$ cat config.mk
export PLATFORM = sky130hd
export DESIGN_NAME = f1_axil_wr_joiner
export DESIGN_NICKNAME = d
export VERILOG_FILES = /design/src/rtl/f1_axil_wr_joiner.sv
export SDC_FILE = /design/constraint.sdc
export NUM_CORES = 1
export LEC_CHECK = 0
export CAP_MARGIN = 30
export CORE_MARGIN = 2
export CORE_UTILIZATION = 25
export DETAILED_ROUTE_END_ITERATION = 16
export GPL_TIMING_DRIVEN = 0
export PLACE_DENSITY = 0.54
export SETUP_SLACK_MARGIN = 0.02
export SYNTH_ARGS = -nofsm -noshare
export SYNTH_HDL_FRONTEND = slang
export SYNTH_SLANG_ARGS = --single-unit
$ cat constraint.sdc
create_clock -name clk -period 3.4 [get_ports clk]
set_clock_uncertainty 0.2 [all_clocks]
set_input_delay 0.34 -clock clk [delete_from_list [all_inputs] [get_ports clk]]
set_output_delay 0.34 -clock clk [all_outputs]
set_load 0.01 [all_outputs]
$ cat src/rtl/f1_axil_wr_joiner.sv
// f1_axil_wr_joiner: joins AXI-Lite AW and W beats into single SoftReg write
// requests, one outstanding write at a time, answered with one B beat each.
// Optional feature macro: F1_AXIL_WSTRB_CHECK_EN -- partial-strobe writes are
// not forwarded and are answered with SLVERR.

// First-word-fall-through FIFO with registered storage and registered flags.
module f1_axil_wr_joiner_fifo #(
  parameter int unsigned DEPTH = 2,
  parameter int unsigned W     = 32
) (
  input  logic         clk,
  input  logic         rst_n,
  input  logic         push,
  input  logic [W-1:0] din,
  input  logic         pop,
  output logic [W-1:0] head_c,
  output logic         empty,
  output logic         not_full
);
  localparam int unsigned PW = (DEPTH > 1) ? $clog2(DEPTH) : 1;
  localparam int unsigned CW = $clog2(DEPTH + 1);
  localparam logic [PW-1:0] LAST_PTR = PW'(DEPTH - 1);
  localparam logic [CW-1:0] FULL_CNT = CW'(DEPTH);

  logic [W-1:0]  mem [DEPTH];
  logic [PW-1:0] wr_ptr;
  logic [PW-1:0] rd_ptr;
  logic [CW-1:0] count;
  logic [CW-1:0] count_d;
  logic          do_push;
  logic          do_pop;

  function automatic logic [PW-1:0] ptr_inc(input logic [PW-1:0] p);
    return (p == LAST_PTR) ? '0 : p + PW'(1);
  endfunction

  // A pop frees the slot a same-cycle push may use, even when full.
  assign do_pop  = pop && (count != '0);
  assign do_push = push && ((count != FULL_CNT) || do_pop);
  assign head_c  = mem[rd_ptr];

  // Occupancy after this cycle's push/pop.
  always_comb begin
    count_d = count;
    case ({do_push, do_pop})
      2'b10:   count_d = count + CW'(1);
      2'b01:   count_d = count - CW'(1);
      default: count_d = count;
    endcase
  end

  // Pointers, occupancy and registered flags.
  always_ff @(posedge clk or negedge rst_n) begin
    if (!rst_n) begin
      wr_ptr   <= '0;
      rd_ptr   <= '0;
      count    <= '0;
      empty    <= 1'b1;
      not_full <= 1'b0;
    end else begin
      if (do_push) wr_ptr <= ptr_inc(wr_ptr);
      if (do_pop)  rd_ptr <= ptr_inc(rd_ptr);
      count    <= count_d;
      empty    <= (count_d == '0);
      not_full <= (count_d != FULL_CNT);
    end
  end

  // Storage array; contents are don't-care while empty.
  always_ff @(posedge clk) begin
    if (do_push) mem[wr_ptr] <= din;
  end
endmodule

// AW/W join, SoftReg issue and B response.
module f1_axil_wr_joiner #(
  parameter int unsigned WR_ADDR_DEPTH = 2,
  parameter int unsigned WR_DATA_DEPTH = 2,
  parameter int unsigned SR_DATA_W     = 64
) (
  input  logic                 clk,
  input  logic                 rst_n,
  input  logic                 awvalid,
  output logic                 awready,
  input  logic [31:0]          awaddr,
  input  logic                 wvalid,
  output logic                 wready,
  input  logic [31:0]          wdata,
  input  logic [3:0]           wstrb,
  output logic                 bvalid,
  input  logic                 bready,
  output logic [1:0]           bresp,
  output logic                 sr_req_valid,
  output logic                 sr_req_isWrite,
  output logic [31:0]          sr_req_addr,
  output logic [SR_DATA_W-1:0] sr_req_data,
  input  logic                 sr_req_grant
);
  localparam int unsigned AW_W = 32;
  localparam int unsigned WD_W = 36;
  localparam logic [1:0]  RESP_OKAY   = 2'b00;
  localparam logic [1:0]  RESP_SLVERR = 2'b10;

  typedef enum logic [1:0] {IDLE, ISSUE, RESP} state_t;

  state_t          state;
  state_t          state_d;
  logic            join_c;
  logic [1:0]      resp_d;
  logic [AW_W-1:0] aw_head_c;
  logic [WD_W-1:0] w_head_c;
  logic            aw_empty;
  logic            w_empty;

  f1_axil_wr_joiner_fifo #(.DEPTH(WR_ADDR_DEPTH), .W(AW_W)) u_aw_fifo (
    .clk      (clk),
    .rst_n    (rst_n),
    .push     (awvalid && awready),
    .din      (awaddr),
    .pop      (join_c),
    .head_c   (aw_head_c),
    .empty    (aw_empty),
    .not_full (awready)
  );

  f1_axil_wr_joiner_fifo #(.DEPTH(WR_DATA_DEPTH), .W(WD_W)) u_w_fifo (
    .clk      (clk),
    .rst_n    (rst_n),
    .push     (wvalid && wready),
    .din      ({wstrb, wdata}),
    .pop      (join_c),
    .head_c   (w_head_c),
    .empty    (w_empty),
    .not_full (wready)
  );

`ifndef F1_AXIL_WSTRB_CHECK_EN
  logic unused_strb;
  assign unused_strb = ^w_head_c[35:32];
`endif

  // FSM state register.
  always_ff @(posedge clk or negedge rst_n) begin
    if (!rst_n) state <= IDLE;
    else        state <= state_d;
  end

  // Next state, join strobe and response code.
  always_comb begin
    state_d = state;
    join_c  = 1'b0;
    resp_d  = bresp;
    case (state)
      IDLE: begin
        if (!aw_empty && !w_empty) begin
          join_c  = 1'b1;
          state_d = ISSUE;
          resp_d  = RESP_OKAY;
`ifdef F1_AXIL_WSTRB_CHECK_EN
          if (w_head_c[35:32] != 4'hF) begin
            state_d = RESP;
            resp_d  = RESP_SLVERR;
          end
`endif
        end
      end
      ISSUE: if (sr_req_grant) state_d = RESP;
      RESP:  if (bready)       state_d = IDLE;
      default: state_d = IDLE;
    endcase
  end

  // Registered SoftReg and B outputs, derived from the next state.
  always_ff @(posedge clk or negedge rst_n) begin
    if (!rst_n) begin
      sr_req_valid   <= 1'b0;
      sr_req_isWrite <= 1'b0;
      sr_req_addr    <= '0;
      sr_req_data    <= '0;
      bvalid         <= 1'b0;
      bresp          <= RESP_OKAY;
    end else begin
      sr_req_valid   <= (state_d == ISSUE);
      sr_req_isWrite <= (state_d == ISSUE);
      bvalid         <= (state_d == RESP);
      bresp          <= (state_d == RESP) ? resp_d : RESP_OKAY;
      if (join_c) begin
        sr_req_addr <= aw_head_c;
        sr_req_data <= SR_DATA_W'(w_head_c[31:0]);
      end
    end
  end
endmodule
== Word-level counts from Yosys, hierarchy flattened ==
Memories as Yosys holds them, arrays and structs flattened. A register that Yosys moved wholly into a read port is not among the register bits.
Index checks and enable logic that the tools add are counted.

* Multiplexer cells: 19
* Equality and inequality tests: 14
* Reduce and logical (&&, ||, !) cells: 19
* Add/subtract/negate cells: 8

{| class="wikitable"
|+ Operators with widths
! cell !! count
|-
| 2-bit 2-to-1 mux || 6
|-
| 1-bit 2-to-1 mux || 10
|-
| 2-bit != test (second input constant) || 5
|-
| 2-bit by 1-bit == test with 1-bit output (second input constant) || 4
|-
| 2-bit == test (second input constant) || 4
|-
| 2-bit case mux with 2 select lines || 2
|-
| 1-bit logical AND || 7
|-
| 2-bit zero test || 3
|-
| 2-bit case mux with 3 select lines || 1
|-
| 1-bit adder (second input constant) || 4
|-
| 2-bit by 1-bit adder with 2-bit output (second input constant) || 2
|-
| 1-bit zero test || 4
|-
| 2-bit nonzero test || 2
|-
| 2-bit by 1-bit subtractor with 2-bit output (second input constant) || 2
|-
| 1-bit logical OR || 2
|-
| 2-bit by 1-bit != test with 1-bit output (second input constant) || 1
|-
| 2-bit AND reduction || 1
|}

* Register bits after elaboration: 18
* Memories kept: 2
* Word-level logic and storage cells: 76
* Bits in writable memories: 136

{| class="wikitable"
|+ Memory list
! memory !! words !! bits a word !! read ports !! clocked after memory_dff !! write ports !! line !! source
|-
| u_w_fifo.mem || 2 || 36 || 1 || 1 || 1 || 25 || <nowiki>logic [W-1:0] mem [DEPTH];</nowiki>
|-
| u_aw_fifo.mem || 2 || 32 || 1 || 1 || 1 || 25 ||
|}

== Longest topological paths before layout ==
Gate-level depths: netlist (run 1).

* Depth after elaboration: 10
* Mapped depth: 7

== Hierarchy ==
From an unflattened synthesis (run 1), not the netlist that was laid out.

* Cells, all modules: 460
* Area, all modules: 8,375.5 sq um

{| class="wikitable"
|+ Modules (own cells, without submodules)
! module !! seq. area each (sq um) !! cells each !! area each (sq um) !! instances
|-
| f1_axil_wr_joiner_fifo at u_w_fifo || 2,313.5 || 145 || 2,925.3 || 1
|-
| f1_axil_wr_joiner || 1,701.6 || 186 || 2,850.2 || 1
|-
| f1_axil_wr_joiner_fifo at u_aw_fifo || 2,073.2 || 129 || 2,600.0 || 1
|}

== Worst setup path after synthesis (run 1) ==
Ideal clock, no wire load.

* Kind: reg2reg
* From: reg state[1]
* To: mem u_aw_fifo.mem[0][0], enable pin
* Cell stages (with the launch flop): 4
* Path buffers: 0
* Data arrival time: 2.630 ns
* Path slack: 0.148 ns
* Cells stage by stage: dfrtp_1 -> nor4_2 -> o21ai_0 -> nor2_1

* Cells in the longest elaborated chain, start to end: 7

{| class="wikitable"
|+ Ends and longest elaborated chain
! what !! line !! source
|-
| start: declaration || 106 || <nowiki>state_t state;</nowiki>
|-
| start signal: assignment || 145 || <nowiki>else state <= state_d;</nowiki>
|-
| 2-bit zero test || 153 || <nowiki>case (state)</nowiki>
|-
| 1-bit 2-to-1 mux || 153 ||
|-
| 1-bit logical AND || 38 || <nowiki>assign do_pop = pop && (count != '0);</nowiki>
|-
| 1-bit logical OR || 39 || <nowiki>assign do_push = push && ((count != FULL_CNT) || do_pop);</nowiki>
|-
| 1-bit logical AND || 39 ||
|-
| 1-bit 2-to-1 mux || 71 || <nowiki>if (do_push) mem[wr_ptr] <= din;</nowiki>
|-
| 1-bit 2-to-1 mux (implied by the code) || 71 ||
|-
| end: declaration || 25 ||
|}

No other way between the ends.

== Worst setup path after layout (run 1) ==
* From: reg state[1]
* To: mem u_aw_fifo.mem[1][12], enable pin

Same word-level chain as after synthesis.

==> flow_metrics.py, run 1 <==
metrics = {
    "timing": {
        "rsz0062_at_grt": "false",
        "setup_slack_ns": 0.469,
        "finalSetupTns_ns": 0,
        "tightestPinTransition_ns": 0.818,
        "min_period_ns": 2.93,
        "report.final.slew_viol_count": 0,
        "min_period_over_period_pct": 86.2,
        "slew_headroom_pct": 45.0,
        "finalHoldViolations": 0,
        "fmax_mhz": 341,
        "setup_viol": 0,
    },
    "route": {
        "wl_per_cell_um": 15.7,
        "drt_wl_total_mm": 18.0,
        "drc": 0,
        "drtIter0Drc": 243,
        "drtPass1Iterations": 4,
        "viasPerCell": 3.98,
        "detail-route-antenna-nets": 0,
        "vias": 4562,
    },
    "clock_tree": {
        "cts_inserted_buffers": 24,
        "clkSinkCount": 208,
        "cts_buffer_depth": 3,
        "cts-root-buf": "clkbuf_16",
        "htreeDepth": 1,
        "cts.clk_slew.worst_paths_ns": 0.06,
        "clk_latency_ns": 0.51,
        "tritoncts": "yes",
        "cts_setup_buffers": 0,
    },
    "power": {
        "leakage_nw": 4.27,
        "vdd_drop_max_mv": 0.435,
        "power_density_mw_per_mm2": 925,
    },
    "global_route": {
        "met2_usage_pct": 18.7,
        "use_met3_pct": 3.87,
        "grt_util_met1_pct": 13.0,
        "grt_remaining_overflow": 0,
        "grt_pass1_wl_mm": 27.1,
        "busiest_layer": "met2",
        "track_usage_pct": 10.9,
        "grt_antenna_before_repair": 2,
        "grt_start_max_net_pins": 42,
        "grt_pass1_vias": 4670,
    },
    "worst_setup_path": {
        "cp_data_arrival_time_ns": 2.94,
        "endpoint_kind": "flop",
        "required_ns": 3.41,
        "r2r_end": "u_aw_fifo.mem[1][12]",
        "r2r_cells": 4,
        "reg2reg_slack_ns": 0.47,
        "worst-path-max-fanout": 21,
        "reg2reg_from": "state[1]",
        "startpoint_type": "flop",
        "worstSetupPathType": "flop to flop",
    },
    "synth": {
        "synth-async-reset-ratio_pct": 38.5,
        "synth_ff_type": "edfxtp_1",
        "synth.avg_cell_area_um2": 14.9,
        "ys_types": 29,
        "synth_edf_count": 128,
        "synth-seq-cells": 208,
        "yosysWarnings": 0,
        "syn_inst": 526,
        "synth.cell_area_mm2": 0.00783,
        "yosysSeqAreaShare_pct": 74.7,
    },
    "final_layout": {
        "drive_gt1_share_pct": 14.1,
        "area_growth_pct": 37.8,
        "layout.nets": 803,
        "fillers": 2987,
    },
    "placed_design": {
        "port_buffers": 138,
        "place_congestion": 0.704,
        "dp_hpwl_mm": 12.3,
        "pre_cts_ws_ns": 0.425,
    },
    "floorplanning": {
        "rows": 64,
        "fp.dieW_um": 181,
        "core_region_area_mm2": 0.0307,
        "start_util_pct": 25.5,
        "dieArea_mm2": 0.0327,
        "io_pins": 177,
        "die_h_um": 181,
    },
    "worst_hold_path": {
        "hp-class": "input pin to async pin",
    },
    "run": {
        "cap_violations": 0,
    },
    "run_status": {
        "status": "completed",
    },
}
## worst max path at each step
| stage | from | to | slack (ns) | cells past startpoint |
|---|---|---|---|---|
| after detailed placement | state[1] | u_aw_fifo.mem[0][10] | 0.42 | 4 |
| after CTS | state[1] | u_aw_fifo.mem[0][12] | 0.41 | 4 |
| after global routing | state[1] | u_aw_fifo.mem[0][10] | 0.24 | 4 |
| final | state[1] | u_aw_fifo.mem[1][12] | 0.47 | 4 |
| after floorplan | state[1] | u_aw_fifo.mem[0][0] | 0.15 | 3 |
| after global placement | rst_n | sr_req_addr[25] | -1.67 | 1 |
## cells in the final DEF (no fill, tap or decap), types with 5 or more instances in the layout
cell type | synthesis | final
o21ai_1 | 18 | 18
o21ai_0 | 54 | 54
dfrtp_1 | 78 | 78
mux2i_1 | 64 | 64
nand2_1 | 69 | 69
conb_1 | 1 | 34
clkdlybuf4s50_1 | 0 | 137
inv_1 | 5 | 5
edfxtp_1 | 128 | 128
clkbuf_16 | 0 | 25
xnor2_1 | 6 | 6
buf_4 | 35 | 36
nor3_1 | 8 | 8
buf_2 | 12 | 12
clkbuf_1 | 10 | 13
## state kept, by name (all words and copies together), names as in the netlist
register,count
u_aw_fifo.count,2
bvalid,1
sr_req_isWrite,1
u_w_fifo.wr_ptr,1
u_aw_fifo.wr_ptr,1
state,2
u_w_fifo.empty,1
u_aw_fifo.rd_ptr,1
u_aw_fifo.mem,64
u_w_fifo.mem,64
sr_req_data,32
sr_req_addr,32
u_w_fifo.rd_ptr,1
u_w_fifo.not_full,1
u_aw_fifo.empty,1
u_w_fifo.count,2
u_aw_fifo.not_full,1
## what timing repair did
action	in CTS	in global routing
resized for setup	0	0
hold buffers	1	0
hold endpoints to repair	37	0
## power by group
part           switching [mW]  internal [mW]
clock network            1.01           1.58
registers               0.355           3.60
logic                    1.88           1.56
## area by class of cell
type	instances	area [um^2]	share of cell area [%]
flip-flops and latches	208	5850	54.2
multi-input cells	283	1700	15.8
clock buffers	32	692	6.41
repair buffers	144	1500	13.9
inverters	5	18.8	0.174
diodes	2	5.00	0.0464
clock inverters	12	115	1.07
well taps	396	495	4.59
plain buffers	63	413	3.83
## cells in the mapped netlist, types with 5 or more instances
master,n,area (um^2)
buf_2,12,60.1
buf_4,35,263
clkbuf_1,10,37.5
dfrtp_1,78,1950
edfxtp_1,128,3840
inv_1,5,18.8
mux2i_1,64,641
nand2_1,69,259
nor2_1,5,18.8
nor3_1,8,40.0
o21ai_0,54,270
o21ai_1,18,90.1
xnor2_1,6,52.6
## routing by layer
| metal | up-vias | routed length [um] |
|---|---|---|
| met5 | - | 0 |
| met1 | 2169 | 7640 |
| met3 | 25 | 1550 |
| met4 | 0 | 274 |
| li1 | 2223 | - |
| met2 | 145 | 8560 |
## worst max-delay path, stage by stage (launching register included)
cell	delay, ns
dfrtp_1	0.41
nor4_2	0.75
o21ai_0	0.49
nor2_4	0.51
buf_12	0.25
## logic make-up (layout without fill, tap and decap cells)
group	after synthesis	count (layout)	synth area share, %
xor gates and xnor gates	6	6	0.671
and+or+nand+nor	97	97	5.48
DFF	208	208	74.7
muxes	64	64	8.18
buffers and inverters	68	256	5.51
other	1	36	0.0479
AOI/OAI and AO/OA	82	82	5.40
## metrics by stage
stage | instance area, um^2 | utilization, % | total power, mW | cells | hold WS (ns)
after detailed placement | 9960 | 32.4 | 7.55 | 1098 | 0.183
final | 10800 | 35.1 | 9.98 | 1145 | 0.168
after global placement | 9830 | 32.0 | 7.42 | 1093 | 0.262
after CTS | 10800 | 35.1 | 10.2 | 1143 | 0.174
after floorplan | 7950 | - | 5.79 | 559 | -0.156
after global routing | 10800 | 35.1 | 10.7 | 1143 | 0.192
No activity file was read; power rests on OpenSTA's default activity.
==> run 2, diff against run 1 <==
--- a/config.mk
+++ b/config.mk
@@ -10,6 +10,7 @@
 export CORE_UTILIZATION = 25
 export DETAILED_ROUTE_END_ITERATION = 16
 export GPL_TIMING_DRIVEN = 0
+export MAX_ROUTING_LAYER = met4
 export PLACE_DENSITY = 0.54
 export SETUP_SLACK_MARGIN = 0.02
 export SYNTH_ARGS = -nofsm -noshare
==> flow_metrics.py, run 2 (same netlist as run 1, synthesis figures left out) <==
metrics = {
    "placed_design": {
        "place_inst": 1098,
        "place_congestion": 0.712,
        "dp_hpwl_mm": 12.3,
        "port_buffers": 138,
        "pre_cts_ws_ns": 0.425,
    },
    "clock_tree": {
        "post_cts_resized": 0,
        "clk_latency_ns": 0.51,
        "clkSinkCount": 208,
        "cts_buffer_depth": 3,
        "cts.clk_slew.worst_paths_ns": 0.06,
        "tritoncts": "yes",
        "htreeDepth": 1,
        "cts_inserted_buffers": 24,
        "cts-root-buf": "clkbuf_16",
        "cts_setup_buffers": 0,
        "hold_buffers": 1,
    },
    "power": {
        "swShare_pct": 32.4,
        "p_comb_share_pct": 34.4,
        "total_power_mw": 9.97,
        "p_int_mw": 6.74,
        "leakage_nw": 4.27,
        "power_density_mw_per_mm2": 925,
        "clkPwrFrac_pct": 25.9,
        "power_switching_mw": 3.23,
        "p_seq_share_pct": 39.7,
        "vdd_drop_max_mv": 0.436,
    },
    "global_route": {
        "grt_pass1_vias": 4668,
        "grt_util_met1_pct": 13.1,
        "busiest_layer": "met2",
        "use_met3_pct": 3.67,
        "grt_start_max_net_pins": 42,
        "grt_pass1_wl_mm": 27.1,
        "met2_usage_pct": 18.7,
        "track_usage_pct": 11.2,
        "grt_antenna_before_repair": 2,
        "grt_remaining_overflow": 0,
    },
    "timing": {
        "finalHoldViolations": 0,
        "tightestPinTransition_ns": 0.827,
        "min_period_over_period_pct": 86.4,
        "min_period_ns": 2.94,
        "fmax_mhz": 340,
        "setup_slack_ns": 0.463,
        "slew_headroom_pct": 44.4,
        "rsz0062_at_grt": "false",
        "report.final.slew_viol_count": 0,
        "setup_viol": 0,
    },
    "route": {
        "wl_per_cell_um": 15.7,
        "drtPass1Iterations": 4,
        "drt_wl_total_mm": 18.0,
        "vias": 4573,
        "detail-route-antenna-nets": 0,
        "viasPerCell": 3.99,
        "drtIter0Drc": 250,
        "drc": 0,
    },
    "worst_setup_path": {
        "endpoint_kind": "flop",
        "worstSetupPathType": "flop to flop",
        "cp_num_cells": 4,
        "cpLargestDelayFamily": "simple AND/OR/NAND/NOR gates",
        "cp_data_arrival_time_ns": 2.94,
        "path_cells": "nor4_2 > o21ai_0 > nor2_4 > buf_12",
        "cpMaxStageDelayCell": "nor4_2",
        "r2r_cells": 4,
        "slowest_delay_ns": 0.76,
        "startpoint_type": "flop",
        "worst-path-max-fanout": 21,
        "required_ns": 3.40,
        "path_buf_inv": 1,
    },
    "final_layout": {
        "layout_commonest_cell": "clkdlybuf4s50_1",
        "seq_area_mm2": 0.00585,
        "layout.nets": 803,
        "final_cells": 1145,
        "multiInputGateArea_mm2": 0.00170,
        "drive_gt1_share_pct": 14.1,
        "fillers": 2987,
        "area_growth_pct": 37.8,
        "layout_common_cells": "clkdlybuf4s50_1 (137), edfxtp_1 (128), dfrtp_1 (78)",
        "reg_top3": "u_aw_fifo.mem (64), u_w_fifo.mem (64)",
    },
    "run_status": {
        "status": "completed",
    },
    "floorplanning": {
        "core_region_area_mm2": 0.0307,
        "rows": 64,
        "die_h_um": 181,
        "dieArea_mm2": 0.0327,
        "fp.dieW_um": 181,
        "io_pins": 177,
        "start_util_pct": 25.5,
    },
    "run": {
        "cap_violations": 0,
    },
    "worst_hold_path": {
        "hp-class": "input pin to async pin",
    },
}
## run 2: cell counts in the layout (fill, tap and decap cells not counted)
Identical to the previous run, type by type.
## run 2: worst paths after layout
check / endpoint / start / slack, ns
hold reg to reg: sr_req_addr[14] / sr_req_addr[14] / 0.28
min in group clk: u_aw_fifo.mem[1][29] / awaddr[29] / 0.21
setup reg to reg: u_aw_fifo.mem[1][12] / state[1] / 0.46
setup / recovery: u_aw_fifo.mem[1][12] / state[1] / 0.46
hold / removal: sr_req_data[7] / rst_n / 0.17
max in group asynchronous: sr_req_addr[10] / rst_n / 2.18
## run 2: per-layer routing
layer,vias to the layer above,share of wire (%)
met4,0,1.5
met5,-,0
li1,2220,-
met3,24,8.5
met2,148,48
met1,2181,42
## run 2: area by class of cell
type	instances	share of cell area (%)
multi-input combinational	283	15.8
buffer	63	3.83
clock inverter	12	1.07
clock buffer	32	6.41
inverter	5	0.174
tap	396	4.59
timing repair buffer	144	13.9
antenna	2	0.0464
sequential	208	54.2
## run 2: metrics by stage
stage / instance area (um^2) / TNS (ns) / hold slack, ns / util, %
2_1_floorplan: 7950 / 0 / -0.156 / -
3_5_place_dp: 9960 / 0 / 0.183 / 32.4
6_report: 10800 / 0 / 0.170 / 35.1
5_1_grt: 10800 / 0 / 0.192 / 35.1
4_1_cts: 10800 / 0 / 0.174 / 35.1
3_3_place_gp: 9830 / -304.18 / 0.262 / 32.0
## run 2: power groups by stage
stage	Sequential (mW)	Clock, mW	Combinational, mW
final	3.96	2.58	3.44
after global placement	4.03	0	3.39
after detailed placement	4.01	0	3.55
after CTS	3.97	2.66	3.55
after floorplan	4.13	0	1.66
after global routing	4.06	2.77	3.81
==> run 3, diff against run 2 <==
--- a/config.mk
+++ b/config.mk
@@ -10,6 +10,7 @@
 export CORE_UTILIZATION = 25
 export DETAILED_ROUTE_END_ITERATION = 16
 export GPL_TIMING_DRIVEN = 0
+export HOLD_SLACK_MARGIN = 0.02
 export MAX_ROUTING_LAYER = met4
 export PLACE_DENSITY = 0.54
 export SETUP_SLACK_MARGIN = 0.02
==> results of run 3 <==
The final DEF is identical to that of run 2; final timing and power are the same.
